### src/rtl/hazard_fwd_unit_pkg.sv
// Shared encodings and tag layout for the hazard / forwarding unit.
// Tag bits from LSB: valid, regwrite, rd, memread, mul, rs[], rs_used[].
package hazard_fwd_unit_pkg;

  typedef enum logic [1:0] {
    FWD_RF    = 2'd0,
    FWD_EXMEM = 2'd1,
    FWD_MEMWB = 2'd2
  } fwd_sel_e;

  localparam int OFS_VALID = 0;
  localparam int OFS_RW    = 1;
  localparam int OFS_RD    = 2;

  function automatic int ofs_mr(int aw);
    return 2 + aw;
  endfunction

  function automatic int ofs_mul(int aw);
    return 3 + aw;
  endfunction

  function automatic int ofs_rs(int aw);
    return 4 + aw;
  endfunction

  function automatic int ofs_used(int n, int aw);
    return 4 + aw + n * aw;
  endfunction

  function automatic int tag_w(int n, int aw);
    return 4 + aw + n * aw + n;
  endfunction

  // Downstream stages keep only the fields they still compare.
  function automatic int mem_w(int aw);
    return 3 + aw;
  endfunction

  function automatic int wb_w(int aw);
    return 2 + aw;
  endfunction

endpackage

### src/rtl/hazard_fwd_unit_hz_tag_stage.sv
// One destination-tag pipeline register with hold and bubble insert.
// Hold wins over bubble; bubble clears the whole tag.
module hz_tag_stage
  import hazard_fwd_unit_pkg::*;
#(
  parameter int W = 8
) (
  input  logic         clk,
  input  logic         rst,
  input  logic         hold,
  input  logic         bubble,
  input  logic [W-1:0] d,
  output logic [W-1:0] q
);

  always_ff @(posedge clk or posedge rst) begin
    if (rst) begin
      q <= '0;
    end else if (hold) begin
      q <= q;
    end else if (bubble) begin
      q <= '0;
    end else begin
      q <= d;
    end
  end

endmodule

### src/rtl/hazard_fwd_unit.sv
// Hazard detection and operand forwarding for the 5-stage core.
// Tracks EX/MEM/WB destination tags; stalls on load-use, branch and MUL.
module hazard_fwd_unit
  import hazard_fwd_unit_pkg::*;
#(
  parameter int NUM_RD_PORTS = 2,
  parameter int REG_AW       = 5,
  parameter int MUL_LAT      = 4
) (
  input  logic                           clk_i,
  input  logic                           rst_i,
  input  logic                           id_valid_i,
  input  logic [NUM_RD_PORTS*REG_AW-1:0] id_rs_i,
  input  logic [NUM_RD_PORTS-1:0]        id_rs_used_i,
  input  logic [REG_AW-1:0]              id_rd_i,
  input  logic                           id_regwrite_i,
  input  logic                           id_memread_i,
  input  logic                           id_mul_i,
  input  logic                           id_branch_i,
  input  logic                           flush_i,
  output logic                           stall_o,
  output logic [NUM_RD_PORTS*2-1:0]      fwd_ex_o,
  output logic [NUM_RD_PORTS*2-1:0]      fwd_id_o,
  output logic                           mul_busy_o
);

  localparam int N   = NUM_RD_PORTS;
  localparam int AW  = REG_AW;
  localparam int TW  = tag_w(N, AW);
  localparam int MW  = mem_w(AW);
  localparam int WW  = wb_w(AW);
  localparam int OMR = ofs_mr(AW);
  localparam int OML = ofs_mul(AW);
  localparam int ORS = ofs_rs(AW);
  localparam int OUS = ofs_used(N, AW);
  localparam int CW  = (MUL_LAT > 1) ? $clog2(MUL_LAT) : 1;
  localparam logic [CW-1:0] CNT_LAST = CW'(MUL_LAT - 1);

  logic [TW-1:0]   id_tag;
  logic [TW-1:0]   ex_q;
  logic [MW-1:0]   mem_q;
  logic [WW-1:0]   wb_q;
  logic [CW-1:0]   cnt;
  logic            load_ex;
  logic [N-1:0]    lu_p;
  logic [N-1:0]    bh_p;

  logic            ex_v, ex_rw, ex_mr, ex_mul;
  logic [AW-1:0]   ex_rd;
  logic [N*AW-1:0] ex_rs;
  logic [N-1:0]    ex_used;
  logic            mem_v, mem_rw, mem_mr;
  logic [AW-1:0]   mem_rd;
  logic            wb_v, wb_rw;
  logic [AW-1:0]   wb_rd;

  assign id_tag = {id_rs_used_i, id_rs_i, id_mul_i,
                   id_memread_i, id_rd_i, id_regwrite_i, 1'b1};

  assign ex_v    = ex_q[OFS_VALID];
  assign ex_rw   = ex_q[OFS_RW];
  assign ex_rd   = ex_q[OFS_RD +: AW];
  assign ex_mr   = ex_q[OMR];
  assign ex_mul  = ex_q[OML];
  assign ex_rs   = ex_q[ORS +: N*AW];
  assign ex_used = ex_q[OUS +: N];

  assign mem_v  = mem_q[OFS_VALID];
  assign mem_rw = mem_q[OFS_RW];
  assign mem_rd = mem_q[OFS_RD +: AW];
  assign mem_mr = mem_q[OMR];

  assign wb_v  = wb_q[OFS_VALID];
  assign wb_rw = wb_q[OFS_RW];
  assign wb_rd = wb_q[OFS_RD +: AW];

  assign mul_busy_o = ex_v & ex_mul & (cnt != CNT_LAST);
  assign stall_o = id_valid_i
                 & ((|lu_p) | (|bh_p) | mul_busy_o);
  assign load_ex = id_valid_i & ~stall_o & ~flush_i;

  // Counter restarts whenever EX takes a new tag.
  always_ff @(posedge clk_i or posedge rst_i) begin
    if (rst_i) begin
      cnt <= '0;
    end else if (mul_busy_o) begin
      cnt <= cnt + 1'b1;
    end else begin
      cnt <= '0;
    end
  end

  hz_tag_stage #(.W(TW)) u_ex (
    .clk    (clk_i),
    .rst    (rst_i),
    .hold   (mul_busy_o),
    .bubble (~load_ex),
    .d      (id_tag),
    .q      (ex_q)
  );

  hz_tag_stage #(.W(MW)) u_mem (
    .clk    (clk_i),
    .rst    (rst_i),
    .hold   (1'b0),
    .bubble (mul_busy_o),
    .d      (ex_q[MW-1:0]),
    .q      (mem_q)
  );

  hz_tag_stage #(.W(WW)) u_wb (
    .clk    (clk_i),
    .rst    (rst_i),
    .hold   (1'b0),
    .bubble (1'b0),
    .d      (mem_q[WW-1:0]),
    .q      (wb_q)
  );

  for (genvar p = 0; p < N; p++) begin : g_port
    logic [AW-1:0] id_rs_p;
    logic [AW-1:0] ex_rs_p;
    logic          m_ex, m_mem, m_wb;
    logic          e_mem, e_wb;

    assign id_rs_p = id_rs_i[p*AW +: AW];
    assign ex_rs_p = ex_rs[p*AW +: AW];

    assign m_ex  = ex_v & ex_rw & (ex_rd != '0)
                 & id_rs_used_i[p] & (ex_rd == id_rs_p);
    assign m_mem = mem_v & mem_rw & (mem_rd != '0)
                 & id_rs_used_i[p] & (mem_rd == id_rs_p);
    assign m_wb  = wb_v & wb_rw & (wb_rd != '0)
                 & id_rs_used_i[p] & (wb_rd == id_rs_p);

    assign e_mem = mem_v & mem_rw & (mem_rd != '0)
                 & ex_used[p] & (mem_rd == ex_rs_p);
    assign e_wb  = wb_v & wb_rw & (wb_rd != '0)
                 & ex_used[p] & (wb_rd == ex_rs_p);

    assign fwd_ex_o[2*p +: 2] =
      e_mem ? FWD_EXMEM : (e_wb ? FWD_MEMWB : FWD_RF);

    // A load still in MEM has no data yet; that case stalls instead.
    assign fwd_id_o[2*p +: 2] =
      (id_branch_i & m_mem & ~mem_mr) ? FWD_EXMEM :
      (id_branch_i & m_wb)            ? FWD_MEMWB : FWD_RF;

    assign lu_p[p] = ex_mr & m_ex;
    assign bh_p[p] = id_branch_i & (m_ex | (mem_mr & m_mem));
  end

endmodule

### config.mk
export PLATFORM = sky130hd
export DESIGN_NAME = hazard_fwd_unit
export DESIGN_NICKNAME = d
export VERILOG_FILES = /design/src/rtl/hazard_fwd_unit_pkg.sv /design/src/rtl/hazard_fwd_unit_hz_tag_stage.sv /design/src/rtl/hazard_fwd_unit.sv
export SDC_FILE = /design/constraint.sdc
export NUM_CORES = 1
export LEC_CHECK = 0
export BUFFER_PORTS_ARGS = -buffer_cell sky130_fd_sc_hd__buf_2
export CORE_AREA = 2 2 82 53
export CTS_CLUSTER_SIZE = 16
export DETAILED_ROUTE_END_ITERATION = 16
export DIE_AREA = 0 0 84 55
export PLACE_DENSITY = 0.78
export SYNTH_ARGS = -nofsm -noshare
export SYNTH_HDL_FRONTEND = slang
export SYNTH_SLANG_ARGS = --single-unit
### constraint.sdc
create_clock -name clk_i -period 2.5 [get_ports clk_i]
set_clock_uncertainty 0.15 [all_clocks]
set_input_delay 0.25 -clock clk_i [delete_from_list [all_inputs] [get_ports clk_i]]
set_output_delay 0.25 -clock clk_i [all_outputs]
set_load 0.005 [all_outputs]
==> impl_metrics.prom, run 1 <==
# TYPE chip_impl_metric gauge
chip_impl_info{name="status",value="finished, violations left"} 1
chip_impl_info{name="violations",value="negative setup slack"} 1
chip_impl_info{name="r2r-end",value="u_ex.q[14]$_DFFE_PP0N_"} 1
chip_impl_metric{name="worst_slew_margin_relative_to_its_limit",unit="%"} 67.8
chip_impl_metric{name="synthToLayoutAreaGrowth",unit="%"} 23.8
chip_impl_metric{name="syn-instance-count",unit=""} 188
chip_impl_metric{name="core_area",unit="µm²"} 3900
chip_impl_metric{name="antenna-diode-count",unit=""} 0
chip_impl_metric{name="data_required_time_of_the_critical_path",unit="ns"} 2.10
chip_impl_info{name="holdCritPathClass",value="primary input to register"} 1
chip_impl_metric{name="vdd_drop_max",unit="µV"} 375
chip_impl_metric{name="cts_max_level",unit=""} 2
chip_impl_metric{name="hold-path-cell-count",unit=""} 2
chip_impl_metric{name="dp.final_hpwl",unit="µm"} 3470
chip_impl_metric{name="max_freq",unit="MHz"} 392
chip_impl_metric{name="overall_track_demand_over_capacity_in_global_routing",unit="%"} 22.5
chip_impl_metric{name="layout_min_cycle_time",unit="ns"} 2.55
chip_impl_metric{name="synth.yosys.warnings",unit=""} 0
chip_impl_metric{name="initial_cell_density_of_the_core",unit="%"} 52.2
chip_impl_metric{name="syn-num-nets",unit=""} 214
chip_impl_metric{name="die_w",unit="µm"} 84
chip_impl_metric{name="clock_path_buffers",unit=""} 2
chip_impl_metric{name="final_antenna_net_count",unit=""} 0
chip_impl_metric{name="synth.ff_latch_count",unit=""} 38
chip_impl_metric{name="die_h",unit="µm"} 55
chip_impl_info{name="timing.rr.start",value="u_mem.q[4]$_DFF_PP0_"} 1
chip_impl_metric{name="drt_drc",unit=""} 0
chip_impl_metric{name="synth_edf_count",unit=""} 0
chip_impl_metric{name="placement_rows",unit=""} 18
chip_impl_info{name="cts_tree",value="yes"} 1
chip_impl_metric{name="postSynth.asyncResetShare",unit="%"} 100
chip_impl_metric{name="io_buffer_count",unit=""} 34
chip_impl_metric{name="ff2ff_setup_slack",unit="ns"} 0.23
chip_impl_info{name="cts.root.buffer_cell",value="clkbuf_8"} 1
chip_impl_info{name="endpoint_with_the_worst_hold_slack",value="u_ex.q[5]$_DFFE_PP0N_"} 1
chip_impl_metric{name="clock_sinks",unit=""} 38
chip_impl_info{name="mostFrequentLayoutCells",value="buf_2 (34), dfrtp_1 (31), xor2_1 (28)"} 1
chip_impl_metric{name="syn-cell-area",unit="µm²"} 2030
chip_impl_info{name="postSynth.topFlopCell",value="dfrtp_1"} 1
chip_impl_metric{name="wl_per_cell",unit="µm"} 17.2
chip_impl_metric{name="io-pin-count",unit=""} 35
chip_impl_metric{name="setup-tns-final",unit="ns"} -0.0527
chip_impl_metric{name="share_of_the_cycle_needed_by_the_critical_path_after_routing",unit="%"} 102
chip_impl_metric{name="via_count",unit=""} 1581
chip_impl_metric{name="drt-pass1-iter-count",unit=""} 4
chip_impl_metric{name="layout_setup_ws",unit="ns"} -0.0527
chip_impl_metric{name="power.leakage",unit="µW"} 0.00123
chip_impl_metric{name="powerDensity",unit="nW/µm²"} 545
chip_impl_info{name="hp-start",value="id_rd_i[3]"} 1
chip_impl_metric{name="critical_path.max_fanout",unit=""} 3
chip_impl_metric{name="syn-mean-instance-area",unit="µm²"} 10.8
chip_impl_metric{name="maximum_number_of_pins_on_one_net_before_global_route_repair",unit=""} 39
chip_impl_metric{name="drt_first_iter_violations",unit=""} 92
chip_impl_info{name="worst-setup-path-type",value="register to primary output"} 1
chip_impl_metric{name="synth_cell_type_count",unit=""} 29
chip_impl_metric{name="design.final.nets",unit=""} 261
chip_impl_metric{name="finalHoldWorstSlack",unit="ns"} 0.0291
chip_impl_metric{name="critPathArrivalTime",unit="ns"} 2.15
chip_impl_metric{name="rr_worst_depth",unit=""} 7
chip_impl_metric{name="finalSetupViolCount",unit=""} 1
chip_impl_info{name="crit_path_end_kind",value="primary output"} 1
chip_impl_metric{name="initial_antenna_violation_count",unit=""} 0
chip_impl_metric{name="detail_route.vias_per_cell",unit=""} 5.53
chip_impl_info{name="worst_setup_path_start_kind",value="register"} 1
chip_impl_metric{name="detailedPlace.worstSlack",unit="ns"} 0.172
chip_impl_info{name="most_common_library_cell_in_the_layout_ignoring_fill_and_taps",value="buf_2"} 1
chip_impl_metric{name="worst-slew-pin-transition",unit="ns"} 0.482
chip_impl_metric{name="via_count_of_the_first_global_routing_pass",unit=""} 1474
chip_impl_metric{name="routed_wl",unit="µm"} 4930
chip_impl_metric{name="routabilityCongestion",unit=""} 0.877
chip_impl_metric{name="die-area",unit="µm²"} 4620
chip_impl_metric{name="global_route_wire_length_before_repair",unit="µm"} 7800
chip_impl_metric{name="clkSlewWorstSetupHoldPaths",unit="ns"} 0.08
chip_impl_metric{name="cts_made_buffers",unit=""} 5
chip_impl_metric{name="drive_gt1_share",unit="%"} 34.7
chip_impl_info{name="setup_repair_after_global_routing_missed_its_margin",value="yes"} 1
chip_impl_metric{name="timing.final.hold_violations",unit=""} 0
chip_impl_metric{name="clock_latency",unit="ns"} 0.28
chip_impl_metric{name="overflow",unit=""} 0
chip_impl_metric{name="num-fill-cells",unit=""} 311
chip_impl_metric{name="timing.max_cap.violations",unit=""} 0
chip_impl_metric{name="timing_max_transition_violations_final",unit=""} 0
chip_impl_metric{name="ys_seq_area_share",unit="%"} 46.7
==> area by class of cell <==
type                       instances  area [µm²]  share of cell area (%)
sequential                        38         960                    38.1
timing repair buffer              57         345                    13.7
tap                               50        62.6                    2.48
clock buffer                       5        68.8                    2.73
clock inverter                     3        40.0                    1.59
multi-input combinational        129        1030                    40.8
inverter                           4        15.0                   0.596
==> worst max path at each step <==
stage          cells after the start  slack [ns]          end                  start
2_1_floorplan                      6        0.39  fwd_id_o[1]   u_mem.q[3]$_DFF_PP0_
3_3_place_gp                       6        0.22  fwd_id_o[1]   u_mem.q[4]$_DFF_PP0_
3_5_place_dp                       6        0.17  fwd_id_o[1]   u_mem.q[4]$_DFF_PP0_
4_1_cts                            8      -0.007      stall_o  u_ex.q[2]$_DFFE_PP0N_
5_1_grt                            8       -0.09      stall_o  u_ex.q[6]$_DFFE_PP0N_
6_report                           7       -0.05      stall_o   u_mem.q[4]$_DFF_PP0_
==> critical path, cell delays in order, from the launching register on <==
cell and delay [ns]:
dfrtp_2 0.43, or4_4 0.53, o211ai_4 0.24, buf_4 0.18, o31ai_4 0.08, buf_4 0.14
o21a_1 0.15, buf_2 0.12
==> registers in the layout, summed over array words and instances, names as in the netlist <==
register and count:
u_ex.q 21, u_mem.q 8, u_wb.q 7, cnt 2
==> cell usage after synthesis, drive strengths merged (2+ instances only) <==
cell type	instances	area [µm²]
a22o	19	166
and2	11	68.8
buf	8	67.6
clkbuf	9	33.8
dfrtp	38	951
inv	4	15.0
nand2	5	18.8
nand3	6	30.0
nand4	4	25.0
nor2	4	15.0
nor3	9	45.0
nor4	6	37.5
o211ai	3	27.5
o31ai	2	15.0
or4	2	15.0
xnor2	22	193
xor2	28	245
==> report_power, final <==
| part | total (µW) | switching (µW) | internal [µW] |
|---|---|---|---|
| clock network | 499 | 205 | 294 |
| logic | 191 | 93.9 | 96.7 |
| registers | 683 | 39.6 | 644 |
| total | 1370 | 339 | 1030 |
==> layer usage <==
layer / routed length (µm) / GRT usage [%] / vias up
li1: - / - / 743
met1: 2290 / 32.5 / 764
met2: 2230 / 35.5 / 70
met3: 381 / 5.04 / 4
met4: 23 / 4.84 / 0
met5: 0 / 0 / -
==> timing repair <==
action,in CTS,in global routing
hold buffers,1,0
setup buffers,9,5
resized for setup,9,9
setup endpoints to repair,3,5
pin swaps,7,11
hold endpoints to repair,38,0
==> cells by family after synthesis <==
group	count (synthesis)	synth area share, %
XOR/XNOR	50	21.5
flip-flops	38	46.7
AO/OA/AOI/OAI	28	11.9
AND/OR/NAND/NOR	50	13.5
buffers and inverters	21	5.72
adder cells (fa/ha/maj)	1	0.615
==> per-stage QoR <==
| stage | power [µW] | instances | util (%) | instance area [µm²] |
|---|---|---|---|---|
| after global placement | 859 | 263 | 57.1 | 2230 |
| after floorplan | 799 | 188 | - | 2030 |
| after detailed placement | 862 | 263 | 57.1 | 2230 |
| after CTS | 1380 | 281 | 62.6 | 2440 |
| final | 1370 | 286 | 64.6 | 2520 |
| after global routing | 1430 | 286 | 64.6 | 2520 |
(Power assumes the default switching activity.)
==> run 2, diff against run 1 <==
--- a/config.mk
+++ b/config.mk
@@ -5,11 +5,13 @@
 export SDC_FILE = /design/constraint.sdc
 export NUM_CORES = 1
 export LEC_CHECK = 0
+export ABC_CLOCK_PERIOD_IN_PS = 2600
 export BUFFER_PORTS_ARGS = -buffer_cell sky130_fd_sc_hd__buf_2
 export CORE_AREA = 2 2 82 53
 export CTS_CLUSTER_SIZE = 16
 export DETAILED_ROUTE_END_ITERATION = 16
 export DIE_AREA = 0 0 84 55
+export GPL_TIMING_DRIVEN = 0
 export PLACE_DENSITY = 0.78
 export SYNTH_ARGS = -nofsm -noshare
 export SYNTH_HDL_FRONTEND = slang
==> constraint.sdc (replaced) <==
create_clock -name clk_i -period 2.6 [get_ports clk_i]
set_clock_uncertainty 0.15 [all_clocks]
set_input_delay 0.26 -clock clk_i [delete_from_list [all_inputs] [get_ports clk_i]]
set_output_delay 0.26 -clock clk_i [all_outputs]
set_load 0.005 [all_outputs]
==> run 2 against run 1 <==
Against the previous run:
- the run ends with negative hold slack left
- cell count decreased by 0.70%
- first-iteration DRC count down 8.7%
- core utilization shrank 1.4 points
- via count down 2.7%
==> impl_metrics.prom, run 2 (synthesis results as in run 1) <==
# TYPE chip_impl_metric gauge
chip_impl_info{name="status",value="finished, violations left"} 1
chip_impl_info{name="violations",value="negative hold slack"} 1
chip_impl_metric{name="data_required_time_of_the_critical_path",unit="ns"} 2.19
chip_impl_metric{name="die_h",unit="µm"} 55
chip_impl_metric{name="timing_max_transition_violations_final",unit=""} 0
chip_impl_metric{name="clock_path_buffers",unit=""} 2
chip_impl_metric{name="initial_cell_density_of_the_core",unit="%"} 52.2
chip_impl_metric{name="setup-tns-final",unit="ns"} 0
chip_impl_metric{name="finalSetupViolCount",unit=""} 0
chip_impl_metric{name="initial_antenna_violation_count",unit=""} 0
chip_impl_metric{name="overall_track_demand_over_capacity_in_global_routing",unit="%"} 22.5
chip_impl_info{name="registers.top_by_ff_count",value="u_ex.q"} 1
chip_impl_info{name="cts_tree",value="yes"} 1
chip_impl_info{name="worst_setup_path_start_kind",value="register"} 1
chip_impl_info{name="holdCritPathClass",value="primary input to asynchronous set/reset pin"} 1
chip_impl_metric{name="worst_slew_margin_relative_to_its_limit",unit="%"} 40.6
chip_impl_metric{name="p_clk_share",unit="%"} 33.2
chip_impl_metric{name="drt-pass1-iter-count",unit=""} 4
chip_impl_metric{name="via_count_of_the_first_global_routing_pass",unit=""} 1496
chip_impl_metric{name="drt_first_iter_violations",unit=""} 84
chip_impl_metric{name="switching_power",unit="µW"} 327
chip_impl_metric{name="design.final.nets",unit=""} 259
chip_impl_metric{name="layout_min_cycle_time",unit="ns"} 2.51
chip_impl_metric{name="timing.final.hold_violations",unit=""} 18
chip_impl_metric{name="overflow",unit=""} 0
chip_impl_metric{name="num-fill-cells",unit=""} 316
chip_impl_metric{name="worst-slew-pin-transition",unit="ns"} 0.890
chip_impl_metric{name="power.internal",unit="µW"} 923
chip_impl_metric{name="largest_register_ffs",unit=""} 21
chip_impl_metric{name="drt_drc",unit=""} 0
chip_impl_metric{name="dp.final_hpwl",unit="µm"} 3510
chip_impl_metric{name="clkSlewWorstSetupHoldPaths",unit="ns"} 0.07
chip_impl_metric{name="clock_sinks",unit=""} 38
chip_impl_metric{name="finalHoldWorstSlack",unit="ns"} -0.00462
chip_impl_info{name="mostFrequentLayoutCells",value="dfrtp_1 (37), buf_2 (34), xor2_1 (28)"} 1
chip_impl_metric{name="vdd_drop_max",unit="µV"} 305
chip_impl_metric{name="critical_path.max_fanout",unit=""} 5
chip_impl_metric{name="combPwrFrac",unit="%"} 15.3
chip_impl_info{name="cts.root.buffer_cell",value="clkbuf_8"} 1
chip_impl_metric{name="routed_wl",unit="µm"} 4790
chip_impl_metric{name="share_of_the_cycle_needed_by_the_critical_path_after_routing",unit="%"} 96.5
chip_impl_info{name="worst-setup-path-type",value="register to primary output"} 1
chip_impl_metric{name="detail_route.vias_per_cell",unit=""} 5.42
chip_impl_metric{name="postLayoutCellArea",unit="µm²"} 2460
chip_impl_metric{name="drive_gt1_share",unit="%"} 27.4
chip_impl_metric{name="clock_latency",unit="ns"} 0.29
chip_impl_metric{name="dpl-instance-area",unit="µm²"} 2290
chip_impl_metric{name="max_freq",unit="MHz"} 398
chip_impl_metric{name="cts_made_buffers",unit=""} 5
chip_impl_metric{name="cts_hold_buffers",unit=""} 0
chip_impl_metric{name="core_area",unit="µm²"} 3900
chip_impl_metric{name="powerDensity",unit="nW/µm²"} 508
chip_impl_metric{name="antenna-diode-count",unit=""} 0
chip_impl_metric{name="io_buffer_count",unit=""} 34
chip_impl_metric{name="wl_per_cell",unit="µm"} 16.9
chip_impl_metric{name="synthToLayoutAreaGrowth",unit="%"} 21.0
chip_impl_metric{name="maximum_number_of_pins_on_one_net_before_global_route_repair",unit=""} 23
chip_impl_metric{name="die-area",unit="µm²"} 4620
chip_impl_metric{name="timing.max_cap.violations",unit=""} 0
chip_impl_metric{name="via_count",unit=""} 1538
chip_impl_metric{name="cts_max_level",unit=""} 2
chip_impl_info{name="most_common_library_cell_in_the_layout_ignoring_fill_and_taps",value="dfrtp_1"} 1
chip_impl_metric{name="global_route_wire_length_before_repair",unit="µm"} 7510
chip_impl_metric{name="routabilityCongestion",unit=""} 0.818
chip_impl_metric{name="sequentialPowerShare",unit="%"} 51.4
chip_impl_metric{name="ff2ff_setup_slack",unit="ns"} 0.28
chip_impl_metric{name="io-pin-count",unit=""} 35
chip_impl_info{name="largestRegisters",value="u_ex.q (21), u_mem.q (8), u_wb.q (7)"} 1
chip_impl_metric{name="power.leakage",unit="µW"} 0.00120
chip_impl_metric{name="final_antenna_net_count",unit=""} 0
chip_impl_info{name="setup_repair_after_global_routing_missed_its_margin",value="yes"} 1
chip_impl_metric{name="critPathArrivalTime",unit="ns"} 2.10
chip_impl_info{name="critical-path-slowest-cell",value="or4_4"} 1
chip_impl_metric{name="largest_stage_delay_on_the_critical_path",unit="ns"} 0.53
chip_impl_info{name="crit_path_end_kind",value="primary output"} 1
chip_impl_metric{name="die_w",unit="µm"} 84
chip_impl_metric{name="placement_rows",unit=""} 18
chip_impl_info{name="critical_path.cell_chain",value="buf_4 -> or4_4 -> o211ai_4 -> nor3b_2 -> and2_4 -> nor3_2 -> buf_2"} 1
chip_impl_metric{name="switching_share",unit="%"} 26.2
[run 2: cell types whose count changed in the layout (fill, tap and decap cells not counted), sizes merged]
| cell | before | now |
|---|---|---|
| clkbuf | 5 | 17 |
| buf | 56 | 45 |
| bufinv | 1 | 0 |
| clkinv | 2 | 1 |
| dlygate4sd3 | 1 | 0 |
[run 2: stage by stage]
step | instances | util (%) | worst slack (ns) | power, µW
after floorplan | 188 | - | 0.475 | 768
after global placement | 272 | 58.2 | 0.153 | 826
after detailed placement | 273 | 58.9 | 0.120 | 837
after CTS | 282 | 62.2 | 0.0111 | 1250
after global routing | 284 | 63.2 | -0.0107 | 1310
final | 284 | 63.2 | 0.0904 | 1250
[run 2: worst max-delay path, delay by kind of cell, from the launching register on]
family,cells,cell delay (ns)
buffers and inverters,2,0.30
DFF,1,0.38
and+or+nand+nor,4,0.93
AOI/OAI and AO/OA,1,0.20
[run 2: worst paths after layout]
path	from	end	cells after the start
worst min-delay path	rst_i	u_ex.q[15]$_DFFE_PP0N_	2
max in group asynchronous	rst_i	u_ex.q[6]$_DFFE_PP0N_	3
min in group clk_i	id_memread_i	u_ex.q[7]$_DFFE_PP0N_	2
worst max register to register	u_mem.q[2]$_DFF_PP0_	u_ex.q[10]$_DFFE_PP0N_	9
worst max-delay path	u_mem.q[4]$_DFF_PP0_	fwd_id_o[3]	7
worst min register to register	u_mem.q[4]$_DFF_PP0_	u_wb.q[4]$_DFF_PP0_	0
[run 2: per-layer routing]
| layer | global-route usage (%) | vias up | wire length (µm) |
|---|---|---|---|
| li1 | - | 742 | - |
| met1 | 30.5 | 728 | 2220 |
| met2 | 37.1 | 60 | 2160 |
| met3 | 4.15 | 8 | 339 |
| met4 | 9.14 | 0 | 70 |
| met5 | 0 | - | 0 |
[run 2: final cells by class]
cell class,instances,area [µm²],area share (%)
clock inverters,1,5.00,0.203
inverters,4,15.0,0.610
repair buffers,38,224,9.10
plain buffers,17,110,4.47
clock buffers,7,86.3,3.51
well taps,50,62.6,2.54
flip-flops and latches,38,952,38.7
multi-input cells,129,1010,40.9
[run 2: power groups by stage]
| stage | logic, µW | clock network [µW] | registers, µW |
|---|---|---|---|
| after floorplan | 122 | 0 | 646 |
| after global placement | 173 | 0 | 652 |
| after detailed placement | 184 | 0 | 653 |
| after CTS | 190 | 421 | 643 |
| after global routing | 212 | 452 | 646 |
| final | 192 | 415 | 643 |
[run 2: what timing repair did]
action                                  4_1_cts  5_1_grt
pin swaps                                     1        6
cloned                                        0        0
resized for setup                             7        8
endpoints found under the setup margin        3        5
buffers inserted                              1        2
==> run 3, diff against run 2 <==
--- a/config.mk
+++ b/config.mk
@@ -7,12 +7,15 @@
 export LEC_CHECK = 0
 export ABC_CLOCK_PERIOD_IN_PS = 2600
 export BUFFER_PORTS_ARGS = -buffer_cell sky130_fd_sc_hd__buf_2
-export CORE_AREA = 2 2 82 53
+export CELL_PAD_IN_SITES_DETAIL_PLACEMENT = 0
+export CELL_PAD_IN_SITES_GLOBAL_PLACEMENT = 1
+export CORE_AREA = 2 2 92 59
 export CTS_CLUSTER_SIZE = 16
 export DETAILED_ROUTE_END_ITERATION = 16
-export DIE_AREA = 0 0 84 55
+export DIE_AREA = 0 0 94 61
 export GPL_TIMING_DRIVEN = 0
 export PLACE_DENSITY = 0.78
+export RECOVER_POWER = 100
 export SYNTH_ARGS = -nofsm -noshare
 export SYNTH_HDL_FRONTEND = slang
 export SYNTH_SLANG_ARGS = --single-unit
==> run 3 against run 2 <==
Against the previous run:
- the flow now finishes without violations
- critical path depth unchanged
- cell area decreased by 0.51%
- worst setup slack lost 0.028 ns
- first-iteration DRC count shrank 1.2%
- routed wire length is 4.8% higher
- critical path type unchanged
- largest power group unchanged
- highest routed layer unchanged
==> impl_metrics.prom, run 3 (synthesis results as in run 1) <==
# TYPE chip_impl_metric gauge
chip_impl_metric{name="routabilityCongestion",unit=""} 0.846
chip_impl_metric{name="core_area",unit="µm²"} 4880
chip_impl_metric{name="final_antenna_net_count",unit=""} 0
chip_impl_metric{name="initial_cell_density_of_the_core",unit="%"} 41.7
chip_impl_metric{name="combPwrFrac",unit="%"} 14.7
chip_impl_metric{name="sequentialPowerShare",unit="%"} 50.9
chip_impl_info{name="mostFrequentLayoutCells",value="dfrtp_1 (38), buf_2 (35), xor2_1 (28)"} 1
chip_impl_metric{name="via_count",unit=""} 1552
chip_impl_info{name="uppermost_layer_routed",value="met4"} 1
chip_impl_info{name="timing.rr.start",value="u_ex.q[6]$_DFFE_PP0N_"} 1
chip_impl_info{name="holdCritPathClass",value="primary input to register"} 1
chip_impl_metric{name="placement_rows",unit=""} 20
chip_impl_metric{name="dp.final_hpwl",unit="µm"} 3670
chip_impl_metric{name="switching_power",unit="µW"} 345
chip_impl_metric{name="power.internal",unit="µW"} 916
chip_impl_metric{name="power.leakage",unit="µW"} 0.00118
chip_impl_metric{name="cts_made_buffers",unit=""} 5
chip_impl_metric{name="rr_worst_depth",unit=""} 8
chip_impl_metric{name="die-area",unit="µm²"} 5730
chip_impl_metric{name="timing.max_cap.violations",unit=""} 0
chip_impl_info{name="r2r-end",value="u_ex.q[14]$_DFFE_PP0N_"} 1
chip_impl_metric{name="critical_path.max_fanout",unit=""} 5
chip_impl_info{name="setup_repair_after_global_routing_missed_its_margin",value="yes"} 1
chip_impl_metric{name="data_required_time_of_the_critical_path",unit="ns"} 2.19
chip_impl_metric{name="switching_share",unit="%"} 27.4
chip_impl_info{name="worst-setup-path-type",value="register to primary output"} 1
chip_impl_metric{name="wl_met2",unit="µm"} 2120
chip_impl_metric{name="drt_first_iter_violations",unit=""} 83
chip_impl_metric{name="maximum_number_of_pins_on_one_net_before_global_route_repair",unit=""} 39
chip_impl_metric{name="largest_register_ffs",unit=""} 21
chip_impl_metric{name="clkSlewWorstSetupHoldPaths",unit="ns"} 0.07
chip_impl_metric{name="timing.final.hold_violations",unit=""} 0
chip_impl_metric{name="detail_route.vias_per_cell",unit=""} 5.19
chip_impl_metric{name="via_count_of_the_first_global_routing_pass",unit=""} 1533
chip_impl_metric{name="placedCellCount",unit=""} 288
chip_impl_metric{name="timing_max_transition_violations_final",unit=""} 0
chip_impl_metric{name="io-pin-count",unit=""} 35
chip_impl_metric{name="die_w",unit="µm"} 94
chip_impl_metric{name="overall_track_demand_over_capacity_in_global_routing",unit="%"} 19.2
chip_impl_metric{name="drt-pass1-iter-count",unit=""} 4
chip_impl_metric{name="clock_sinks",unit=""} 38
chip_impl_metric{name="finalSetupViolCount",unit=""} 0
chip_impl_info{name="status",value="completed"} 1
chip_impl_metric{name="clock_latency",unit="ns"} 0.29
chip_impl_metric{name="hold-path-cell-count",unit=""} 2
chip_impl_info{name="hp-start",value="id_regwrite_i"} 1
chip_impl_info{name="crit_path_end_kind",value="primary output"} 1
chip_impl_metric{name="finish.cell_count_without_fillers",unit=""} 299
chip_impl_metric{name="share_of_the_cycle_needed_by_the_critical_path_after_routing",unit="%"} 97.6
chip_impl_metric{name="p_clk_share",unit="%"} 34.4
chip_impl_metric{name="ff2ff_setup_slack",unit="ns"} 0.14
chip_impl_metric{name="global_route_wire_length_before_repair",unit="µm"} 7920
chip_impl_metric{name="vdd_drop_max",unit="µV"} 217
chip_impl_metric{name="layout_min_cycle_time",unit="ns"} 2.54
chip_impl_info{name="cts.root.buffer_cell",value="clkbuf_8"} 1
chip_impl_metric{name="overflow",unit=""} 0
chip_impl_info{name="largestRegisters",value="u_ex.q (21), u_mem.q (8), u_wb.q (7)"} 1
chip_impl_metric{name="cts_max_level",unit=""} 2
chip_impl_metric{name="critPathArrivalTime",unit="ns"} 2.13
chip_impl_metric{name="design.final.nets",unit=""} 258
chip_impl_metric{name="synthToLayoutAreaGrowth",unit="%"} 20.4
chip_impl_metric{name="drive_gt1_share",unit="%"} 26.2
chip_impl_info{name="most_common_library_cell_in_the_layout_ignoring_fill_and_taps",value="dfrtp_1"} 1
chip_impl_metric{name="worst_slew_margin_relative_to_its_limit",unit="%"} 5.44
chip_impl_metric{name="wl_met3",unit="µm"} 267
chip_impl_metric{name="totalPowerFinal",unit="µW"} 1260
chip_impl_info{name="endpoint_with_the_worst_hold_slack",value="u_ex.q[1]$_DFFE_PP0N_"} 1
chip_impl_metric{name="io_buffer_count",unit=""} 34
chip_impl_metric{name="powerDensity",unit="nW/µm²"} 515
chip_impl_metric{name="worst-slew-pin-transition",unit="ns"} 1.42
chip_impl_metric{name="clock_path_buffers",unit=""} 2
chip_impl_metric{name="max_freq",unit="MHz"} 394
chip_impl_info{name="worst_setup_path_start_kind",value="register"} 1
chip_impl_metric{name="initial_antenna_violation_count",unit=""} 0
chip_impl_metric{name="drt_drc",unit=""} 0
chip_impl_metric{name="die_h",unit="µm"} 61
chip_impl_metric{name="antenna-diode-count",unit=""} 0
chip_impl_info{name="cts_tree",value="yes"} 1
chip_impl_metric{name="drt-met1-wl",unit="µm"} 2590
chip_impl_metric{name="wl_per_cell",unit="µm"} 16.8
chip_impl_metric{name="routed_wl",unit="µm"} 5020
chip_impl_info{name="registers.top_by_ff_count",value="u_ex.q"} 1
[run 3: power groups by stage]
stage               registers, µW  clock network [µW]  logic (µW)
global route                  645                 464         205
floorplan                     646                   0         122
CTS                           642                 436         187
global placement              652                   0         178
detailed placement            653                   0         182
finish                        642                 435         185
[run 3: metal layers]
metal | track usage (%) | vias to the layer above
li1 | - | 739
met1 | 27.9 | 761
met2 | 28.2 | 48
met3 | 4.60 | 4
met4 | 7.04 | 0
met5 | 0 | -
[run 3: what timing repair did]
item                       in CTS  in global routing
setup buffers                   2                  1
gates resized for setup         5                  8
pin swaps                       2                  3
setup endpoints to repair       4                  5
hold buffers                    0                  0
hold endpoints to repair        0                  0
[run 3: final cells by class]
cell class              instances  area, µm²
fillers                       470       2430
multi-input cells             129       1020
flip-flops and latches         38        951
repair buffers                 37        195
plain buffers                  17       95.1
clock buffers                   7       86.3
well taps                      66       82.6
inverters                       4       15.0
clock inverters                 1       5.00
[run 3: worst max-delay path: stages (launching register included)]
cell and delay [ns]:
dfrtp_1 0.39, buf_6 0.14, or4_4 0.54, o211ai_4 0.22, nor3b_2 0.08, and2_1 0.18
nor3_2 0.15, buf_2 0.13
[run 3: worst max path at each step]
stage	from	to	depth (start not counted)
CTS	u_mem.q[3]$_DFF_PP0_	fwd_id_o[3]	7
detailed placement	u_mem.q[4]$_DFF_PP0_	fwd_id_o[1]	7
global route	cnt[0]$_DFF_PP0_	stall_o	6
finish	u_mem.q[3]$_DFF_PP0_	fwd_id_o[3]	7
floorplan	u_mem.q[3]$_DFF_PP0_	fwd_id_o[1]	6
global placement	u_mem.q[4]$_DFF_PP0_	fwd_id_o[1]	7
[run 3: metrics by stage]
stage	hold slack (ns)	setup WS (ns)	instance area [µm²]	TNS (ns)	utilization [%]
after floorplan	0.199	0.475	2030	0	-
after global placement	0.202	0.181	2290	0	46.9
after detailed placement	0.206	0.162	2290	0	46.9
after CTS	0.000383	0.00910	2410	0	49.5
after global routing	0.0363	-0.0290	2450	-0.0776	50.2
final	0.0277	0.0620	2450	0	50.2
